## config.mk

```make
export PLATFORM = sky130hd
export DESIGN_NAME = sevenseg_display_scheduler
export DESIGN_NICKNAME = d
export VERILOG_FILES = /design/src/rtl/sevenseg_display_scheduler.sv
export SDC_FILE = /design/constraint.sdc
export NUM_CORES = 1
export LEC_CHECK = 0
export CAP_MARGIN = 20
export CORE_ASPECT_RATIO = 1.75
export CORE_MARGIN = 1
export CORE_UTILIZATION = 50
export CTS_BUF_LIST = sky130_fd_sc_hd__clkbuf_8
export CTS_CLUSTER_DIAMETER = 50
export CTS_CLUSTER_SIZE = 25
export DETAILED_ROUTE_END_ITERATION = 8
export PLACE_DENSITY = 0.79
export SYNTH_ARGS = -nofsm -noshare
export SYNTH_HDL_FRONTEND = slang
export SYNTH_SLANG_ARGS = --single-unit
```

## constraint.sdc

```tcl
create_clock -name clk -period 2.5 [get_ports clk]
set_clock_uncertainty 0.15 [all_clocks]
set_input_delay 0.25 -clock clk [delete_from_list [all_inputs] [get_ports clk]]
set_output_delay 0.25 -clock clk [all_outputs]
set_load 0.02 [all_outputs]
```

## src/rtl/sevenseg_display_scheduler.sv

```systemverilog
// sevenseg_display_scheduler
// Grants the shared 4-digit seven-segment display to one of two clients. The
// order is round-robin. The owner's 32-bit value is paged out 16 bits at a
// time: the low half first, then the high half, each page held for
// DWELL_CYCLES cycles.
// Optional build macro: SCHED_LIVE_UPDATE_EN. When it is defined, the
// displayed value follows the owner's live input instead of the value
// captured at grant.
module sevenseg_display_scheduler #(
    parameter int unsigned DWELL_CYCLES    = 100_000_000,
    parameter int unsigned PAGES_PER_GRANT = 2
) (
    input  logic        clk,
    input  logic        reset,
    input  logic [1:0]  req,
    input  logic [31:0] value0,
    input  logic [31:0] value1,
    output logic [1:0]  grant,
    output logic [1:0]  done,
    output logic [15:0] disp_value,
    output logic        page,
    output logic        blank
);

    localparam int unsigned DW = (DWELL_CYCLES > 1) ? $clog2(DWELL_CYCLES) : 1;
    localparam int unsigned PW = (PAGES_PER_GRANT > 1) ? $clog2(PAGES_PER_GRANT) : 1;
    localparam logic [DW-1:0] DWELL_LAST = DW'(DWELL_CYCLES - 1);
    localparam logic [PW-1:0] PAGE_LAST  = PW'(PAGES_PER_GRANT - 1);

    typedef enum logic {
        IDLE,
        SHOW
    } state_t;

    state_t        state;
    logic          owner;
    logic          last_owner;
    logic [31:0]   snap;
    logic [DW-1:0] dwell_cnt;
    logic [PW-1:0] page_cnt;

    logic          winner;
    logic [31:0]   winner_value;
    logic          owner_req;
    logic          dwell_expire;
    logic          slot_end;

    // Arbitration: a lone requester wins; on a tie the client that did not
    // own the display last time wins.
    assign winner       = (req == 2'b11) ? ~last_owner : req[1];
    assign winner_value = winner ? value1 : value0;

    // A slot ends when its last page expires or when the owner drops req.
    // If both happen in the same cycle, that is one slot end.
    assign owner_req    = owner ? req[1] : req[0];
    assign dwell_expire = (dwell_cnt == DWELL_LAST);
    assign slot_end     = ~owner_req | (dwell_expire & (page_cnt == PAGE_LAST));

    // The display half-word is selected from registered state only. It holds
    // its last value while the scheduler is idle.
    assign disp_value = page ? snap[31:16] : snap[15:0];

    // Scheduler FSM, paging counters and registered outputs.
    always_ff @(posedge clk) begin
        if (reset) begin
            state      <= IDLE;
            owner      <= 1'b0;
            last_owner <= 1'b1;
            snap       <= 32'h0;
            dwell_cnt  <= '0;
            page_cnt   <= '0;
            grant      <= 2'b00;
            done       <= 2'b00;
            page       <= 1'b0;
            blank      <= 1'b1;
        end else begin
            done <= 2'b00;
            case (state)
                IDLE: begin
                    if (req != 2'b00) begin
                        state     <= SHOW;
                        owner     <= winner;
                        grant     <= winner ? 2'b10 : 2'b01;
                        blank     <= 1'b0;
                        snap      <= winner_value;
                        page      <= 1'b0;
                        dwell_cnt <= '0;
                        page_cnt  <= '0;
                    end
                end
                SHOW: begin
                    if (slot_end) begin
                        state      <= IDLE;
                        grant      <= 2'b00;
                        blank      <= 1'b1;
                        last_owner <= owner;
                        done       <= owner ? 2'b10 : 2'b01;
                    end else begin
`ifdef SCHED_LIVE_UPDATE_EN
                        snap <= owner ? value1 : value0;
`endif
                        if (dwell_expire) begin
                            dwell_cnt <= '0;
                            page      <= ~page;
                            page_cnt  <= page_cnt + PW'(1);
                        end else begin
                            dwell_cnt <= dwell_cnt + DW'(1);
                        end
                    end
                end
                default: state <= IDLE;
            endcase
        end
    end

endmodule
```

==> summary.md, run 1 <==
| Metric | Value |
|---|---|
| Final ANT Viol Nets | `0` |
| Initial antenna violation count | `0` |
| Crit Reg-Reg Endpoint | `dwell_cnt[13]` |
| Final setup viols | `0` |
| Final Cycle Share | `90.6%` |
| Hold_buf cts | `0` |
| Seq/Total Area, Yosys | `40.4%` |
| Root buffer cell | `clkbuf_8` |
| Post-CTS sizing | `0` |
| Post-Synthesis Net Count | `468` |
| DP HPWL | `6870 um` |
| Initial DRC Count | `197` |
| Adder-cell share of the synthesized area | `0.366%` |
| Core region area | `around 0.0066 mm2` |
| Post-synthesis mux area share | `approximately a tenth` |
| Synth area leaders | `dfxtp_1, nor2_1, mux2i_1` |
| Placer congestion estimate | `0.889` |
| Reg area | `0.00138 mm2` |
| Setup TNS Final | `0 ps` |
| RR Startpoint | `dwell_cnt[0]` |
| # Post-CTS Setup Buffers | `0` |
| CTS buffer count | `9` |
| Distinct cells, synth | `55` |
| Via density | `5.71` |
| Critical path arrival | `approximately 1900 ps` |
| Register bit total from synthesis | `69` |
| First-pass GRT wire length | `14700 um` |
| Commonest cells after routing, fill and taps aside | `clkdlybuf4s50_1, nor2_1, dfxtp_1, a21oi_1, nand2_1` |
| PortBufs | `between 80 and 90` |
| Yosys warning count | `0` |
| Top cell type's share of synthesized area | `40.4%` |
| Worst IR Drop VDD | `approximately 0.00043 V` |
| XOR/XNOR Fraction of Synth Area | `2.30%` |
| # diodes | `0` |
| Peak Freq | `between 400 and 500 MHz` |
| Clock latency on the worst-skew pair | `roughly 360 ps` |
| Status | `complete, no violations` |
| I/O pin total | `90` |
| CTS tree | `yes` |
| Hold Path Class | `reg2reg` |
| Main combinational cell family by area after synthesis | `simple AND/OR/NAND/NOR gates` |
| Overflow after GRT | `0` |
| Syn_area_per_cell | `8.58 um2` |
| Clock sinks | `69` |
| Vias in the first global route | `3227` |
| Drt wl/cell | `15.8 um` |
| Setup crit end | `disp_value[2]` |
| Rel. slew slack | `64.6%` |
| Crit Path Class | `reg2out` |
| Reg2reg path depth | `7` |
| Setup ws final | `~240 ps` |
| CP Max Fanout | `19` |
| Fin nets | `560` |
| Min cycle time layout | `2260 ps` |
| Max_cap viols | `0` |
| RSZ-0062 raised after global routing | `no` |
| Pins Over Slew Limit | `0` |
| Required time of the critical path | `2100 ps` |
| Synthesized area | `0.00342 mm2` |
| DR DRC count | `0` |
| Drt pass-1 iters | `4` |
| GRT Total Usage | `26.9%` |
| Nature of the critical path endpoint | `output port` |
| Synth area leader | `dfxtp_1` |
| Die H | `111 um` |
| Pre-CTS setup slack | `199 ps` |
| Max H-tree Level | `3` |
| Total Routed Length | `around 9200 um` |
| Multi-input logic area | `0.00189 mm2` |
| Area Overhead vs Synth | `34.2%` |
| Via count | `3303` |
| Die ar. | `0.00719 mm2` |
| Clock slew at reported path FFs | `70 ps` |
| Initial Utilization | `between 50% and 60%` |
| Simple-gate share of the synthesized area | `22.2%` |
| Worst setup SP type | `flip-flop` |
| PD cells | `550 mW/mm2` |
| Worst Max-Slew Pin Slew | `around 530 ps` |
| Mapped Cells | `399` |
| Row cnt | `39` |
| Longest Clk Path Bufs | `2` |
| Fin. Hold Viols | `0` |
| R2R Setup Slk | `260 ps` |
| CP Launch Point | `page` |
| Compound-Gate Fraction of Synth Area | `19.5%` |
| Commonest non-fill, non-tap cell in the layout | `clkdlybuf4s50_1` |
| Fill cells | `543` |
| Largest net degree at the start of global routing | `36` |
| Leakage Power | `~0.0018 uW` |
| Die width | `64.5 um` |
| Layout cells sized above 1 | `12.3%` |
## logic make-up (layout without fill, tap and decap cells)
logic type / Yosys count / in the layout
xor gates and xnor gates: 9 / 9
and+or+nand+nor: 154 / 154
AOI/OAI and AO/OA: 104 / 104
buffers and inverters: 28 / 125
adders and majority gates: 1 / 1
muxes: 34 / 34
DFF: 69 / 69
## report_power, final
group	total (uW)	internal (uW)	switching, uW
combinational	532	278	254
clock	796	398	398
sequential	1200	1160	38.7
## through the flow
stage / hold slack (ps) / cells / instance area [um2] / util, % / power, uW
2_1_floorplan: 281 / 399 / 3420 / - / 1500
3_3_place_gp: 298 / 562 / 4420 / 67.1 / 1740
3_5_place_dp: 314 / 562 / 4420 / 67.1 / 1750
4_1_cts: 324 / 578 / 4590 / 69.7 / 2540
5_1_grt: 343 / 578 / 4590 / 69.7 / 2640
6_report: 322 / 578 / 4590 / 69.7 / 2530
## cell usage after synthesis (all sizes together)
library cell   n
a21oi         29
and4bb         1
a21o           1
ha             1
and4           3
and4b          3
dfxtp         69
and2b          1
xor2           2
nand2         19
clkbuf        16
a22oi         16
a211oi        17
o311ai         3
nor4           2
nand3b         1
nor2b          2
mux2          16
or3            2
inv            3
or2            1
nor3b          1
nand4          7
a41oi          1
nor2          77
a31oi          7
and2           3
a21boi         3
buf            8
nand2b         2
mux2i         18
nand3         16
xnor2          7
o211ai         1
o31ai          2
nor3           6
and3           7
o221a          1
o21ai         23
dlymetal6s2s   1
## registers in the layout, indices dropped and copies added, names as in the netlist
name,flops
page_cnt,1
snap,32
done,2
owner,1
blank,1
dwell_cnt,27
last_owner,1
grant,2
page,1
state,1
## routing by layer
layer | GRT usage [%] | vias up | share of wire, %
li1 | - | 1632 | -
met1 | 26.6 | 1519 | 38
met2 | 48.6 | 117 | 53
met3 | 7.07 | 35 | 4.7
met4 | 15.7 | 0 | 4.3
met5 | 0 | - | 0
## worst min path at each step
| stage | start | slack [ps] | cells after the start | end |
|---|---|---|---|---|
| final | dwell_cnt[22] | 320 | 1 | dwell_cnt[22] |
| after global placement | dwell_cnt[22] | 300 | 1 | dwell_cnt[22] |
| after floorplan | dwell_cnt[22] | 280 | 1 | dwell_cnt[22] |
| after global routing | dwell_cnt[22] | 340 | 1 | dwell_cnt[22] |
| after detailed placement | dwell_cnt[22] | 310 | 1 | dwell_cnt[22] |
| after CTS | dwell_cnt[22] | 320 | 1 | dwell_cnt[22] |
## area by class of cell
class / count / area share, %
clock buffers: 11 / 3.30
clock inverters: 5 / 0.436
inverters: 3 / 0.245
multi-input cells: 302 / 41.3
flip-flops and latches: 69 / 30.1
well taps: 82 / 2.23
repair buffers: 106 / 22.5
## critical path: stages (launching register included)
cell and delay, ps:
dfxtp_1 310, buf_4 270, mux2_2 370, clkdlybuf4s50_1 560
(Power assumes the default switching activity.)
==> run 2, diff against run 1 <==
CORE_UTILIZATION = 49   (was 50)
CTS_BUF_LIST = unset   (was sky130_fd_sc_hd__clkbuf_8)
PLACE_DENSITY = 0.77   (was 0.79)
==> run 2 against run 1 <==
Net effect:
- via count is 0.61% higher
- sequential share of layout area is 0.74 points lower
- count of clock-buffer cells in the layout is 5 higher
- first-iteration DRC count is 20% lower
- final cell count is 0.17% higher
- non-clock buffer count is 1 lower
- flip-flop and latch count stayed put
- utilization is 0.55 points lower
- worst setup slack worse by 30 ps
- final area is 2.5% higher
- hold slack worse by 0.89 ps
- critical path type is now reg2reg
- largest cell class unchanged
==> summary.md, run 2 (synthesis results as in run 1) <==
| Metric | Value |
|---|---|
| Min cycle time layout | `around 2300 ps` |
| Max H-tree Level | `3` |
| Hold_buf cts | `0` |
| Placer congestion estimate | `roughly 0.86` |
| Die ar. | `between 0.007 and 0.008 mm2` |
| Row cnt | `40` |
| Post-Layout Inst Area | `approximately 0.0047 mm2` |
| Largest delay share family, worst path | `simple AND/OR/NAND/NOR gates` |
| Worst Max-Slew Pin Slew | `638 ps` |
| Fin nets | `559` |
| Longest Clk Path Bufs | `2` |
| Worst IR Drop VDD | `0.000446 V` |
| Largest net degree at the start of global routing | `36` |
| Initial Utilization | `50.3%` |
| Fill cells | `573` |
| Largest registers | `snap: 32 flops, dwell_cnt: 27 flops` |
| Commonest cells after routing, fill and taps aside | `clkdlybuf4s50_1, nor2_1, dfxtp_1, a21oi_1, nand2_1` |
| Layout cells sized above 1 | `roughly an eighth` |
| CTS buffer count | `9` |
| Max reg flops | `32` |
| Delay of the slowest cell on the worst path | `420 ps` |
| Drt wl/cell | `16.7 um` |
| Crit Path Class | `reg2reg` |
| Final Cycle Share | `91.8%` |
| Peak Freq | `436 MHz` |
| I/O pin total | `90` |
| Core Util, Final | `about 70%` |
| # diodes | `0` |
| Leakage Power | `around 0.0018 uW` |
| Via count | `about 3.3k` |
| PortBufs | `89` |
| Total Routed Length | `9660 um` |
| CTS tree | `yes` |
| Clock sinks | `slightly below 70` |
| Commonest non-fill, non-tap cell in the layout | `clkdlybuf4s50_1` |
| Initial DRC Count | `157` |
| Required time of the critical path | `2590 ps` |
| First-pass GRT wire length | `about 16000 um` |
| Die width | `65.2 um` |
| Vias in the first global route | `3386` |
| Total chip power | `about 3000 uW` |
| Drt pass-1 iters | `5` |
| Placed Area | `0.00442 mm2` |
| Rel. slew slack | `57.4%` |
| Via density | `between 5 and 6` |
| CP Cell Sequence | `ha_1, and3_1, buf_4, nand3_1, nor2_1, nand3_1, o311ai_1` |
| Die H | `113 um` |
| Worst setup SP type | `flip-flop` |
| Pins Over Slew Limit | `0` |
| PD cells | `629 mW/mm2` |
| Nature of the critical path endpoint | `flip-flop` |
| Final ANT Viol Nets | `0` |
| # Post-CTS Setup Buffers | `0` |
| Most frequent CP cell | `nand3_1` |
| Hold Path Class | `reg2reg` |
| Core region area | `approximately 0.0068 mm2` |
| DP HPWL | `about 7000 um` |
| CP bufs+invs | `1` |
| Post-CTS sizing | `0` |
| Min Hold Slack | `321 ps` |
| Overflow after GRT | `0` |
| DR DRC count | `0` |
| Reg with most FFs | `snap` |
| RSZ-0062 raised after global routing | `no` |
| Clock slew at reported path FFs | `50 ps` |
| Clock latency on the worst-skew pair | `340 ps` |
| Final setup viols | `0` |
| CP Max Fanout | `7` |
| Slowest-stage cell, CP | `nor2_1` |
| Fin. Hold Viols | `0` |
| Critical path arrival | `roughly 2400 ps` |
| Initial antenna violation count | `0` |
| Max_cap viols | `0` |
| Area Overhead vs Synth | `37.6%` |
| Status | `complete, no violations` |
| GRT Total Usage | `27.9%` |
| Root buffer cell | `clkbuf_16` |
| Setup TNS Final | `0 ps` |
run 2: worst paths after layout:
check / from / end / slack, ps / depth (start not counted)
min reg2reg: dwell_cnt[22] / dwell_cnt[22] / 320 / 1
min: dwell_cnt[22] / dwell_cnt[22] / 320 / 1
max: dwell_cnt[0] / dwell_cnt[26] / 200 / 7
max reg2reg: dwell_cnt[0] / dwell_cnt[26] / 200 / 7
run 2: area by class of cell:
| type | instances | area (um2) | share of cell area (%) |
|---|---|---|---|
| clock buffer | 16 | 292 | 6.19 |
| sequential | 69 | 1380 | 29.3 |
| inverter | 3 | 11.3 | 0.239 |
| tap | 84 | 105 | 2.23 |
| multi-input combinational | 302 | 1890 | 40.2 |
| timing repair buffer | 105 | 1020 | 21.7 |
run 2: power by group:
group / internal, uW / switching (uW) / total, uW
clock: 781 / 451 / 1230
sequential: 1160 / 42.0 / 1200
combinational: 274 / 253 / 526
total: 2220 / 746 / 2960
run 2: through the flow:
step | setup WS, ps | cells
after global routing | 94.1 | 579
after global placement | 250 | 563
after detailed placement | 150 | 563
after floorplan | 454 | 399
final | 205 | 579
after CTS | 201 | 579
run 2: layer usage:
metal / share of wire, % / wire length [um] / global-route usage, % / vias up
li1: - / - / - / 1633
met1: 36 / 3510 / 26.6 / 1551
met2: 54 / 5260 / 51.5 / 110
met3: 4.5 / 438 / 7.52 / 29
met4: 4.7 / 454 / 15.8 / 0
met5: 0 / 0 / 0 / -
==> run 3, diff against run 2 <==
CTS_CLUSTER_SIZE = unset   (was 25)
==> results of run 3 <==
Final layout, timing and power as in run 2 (identical DEF).
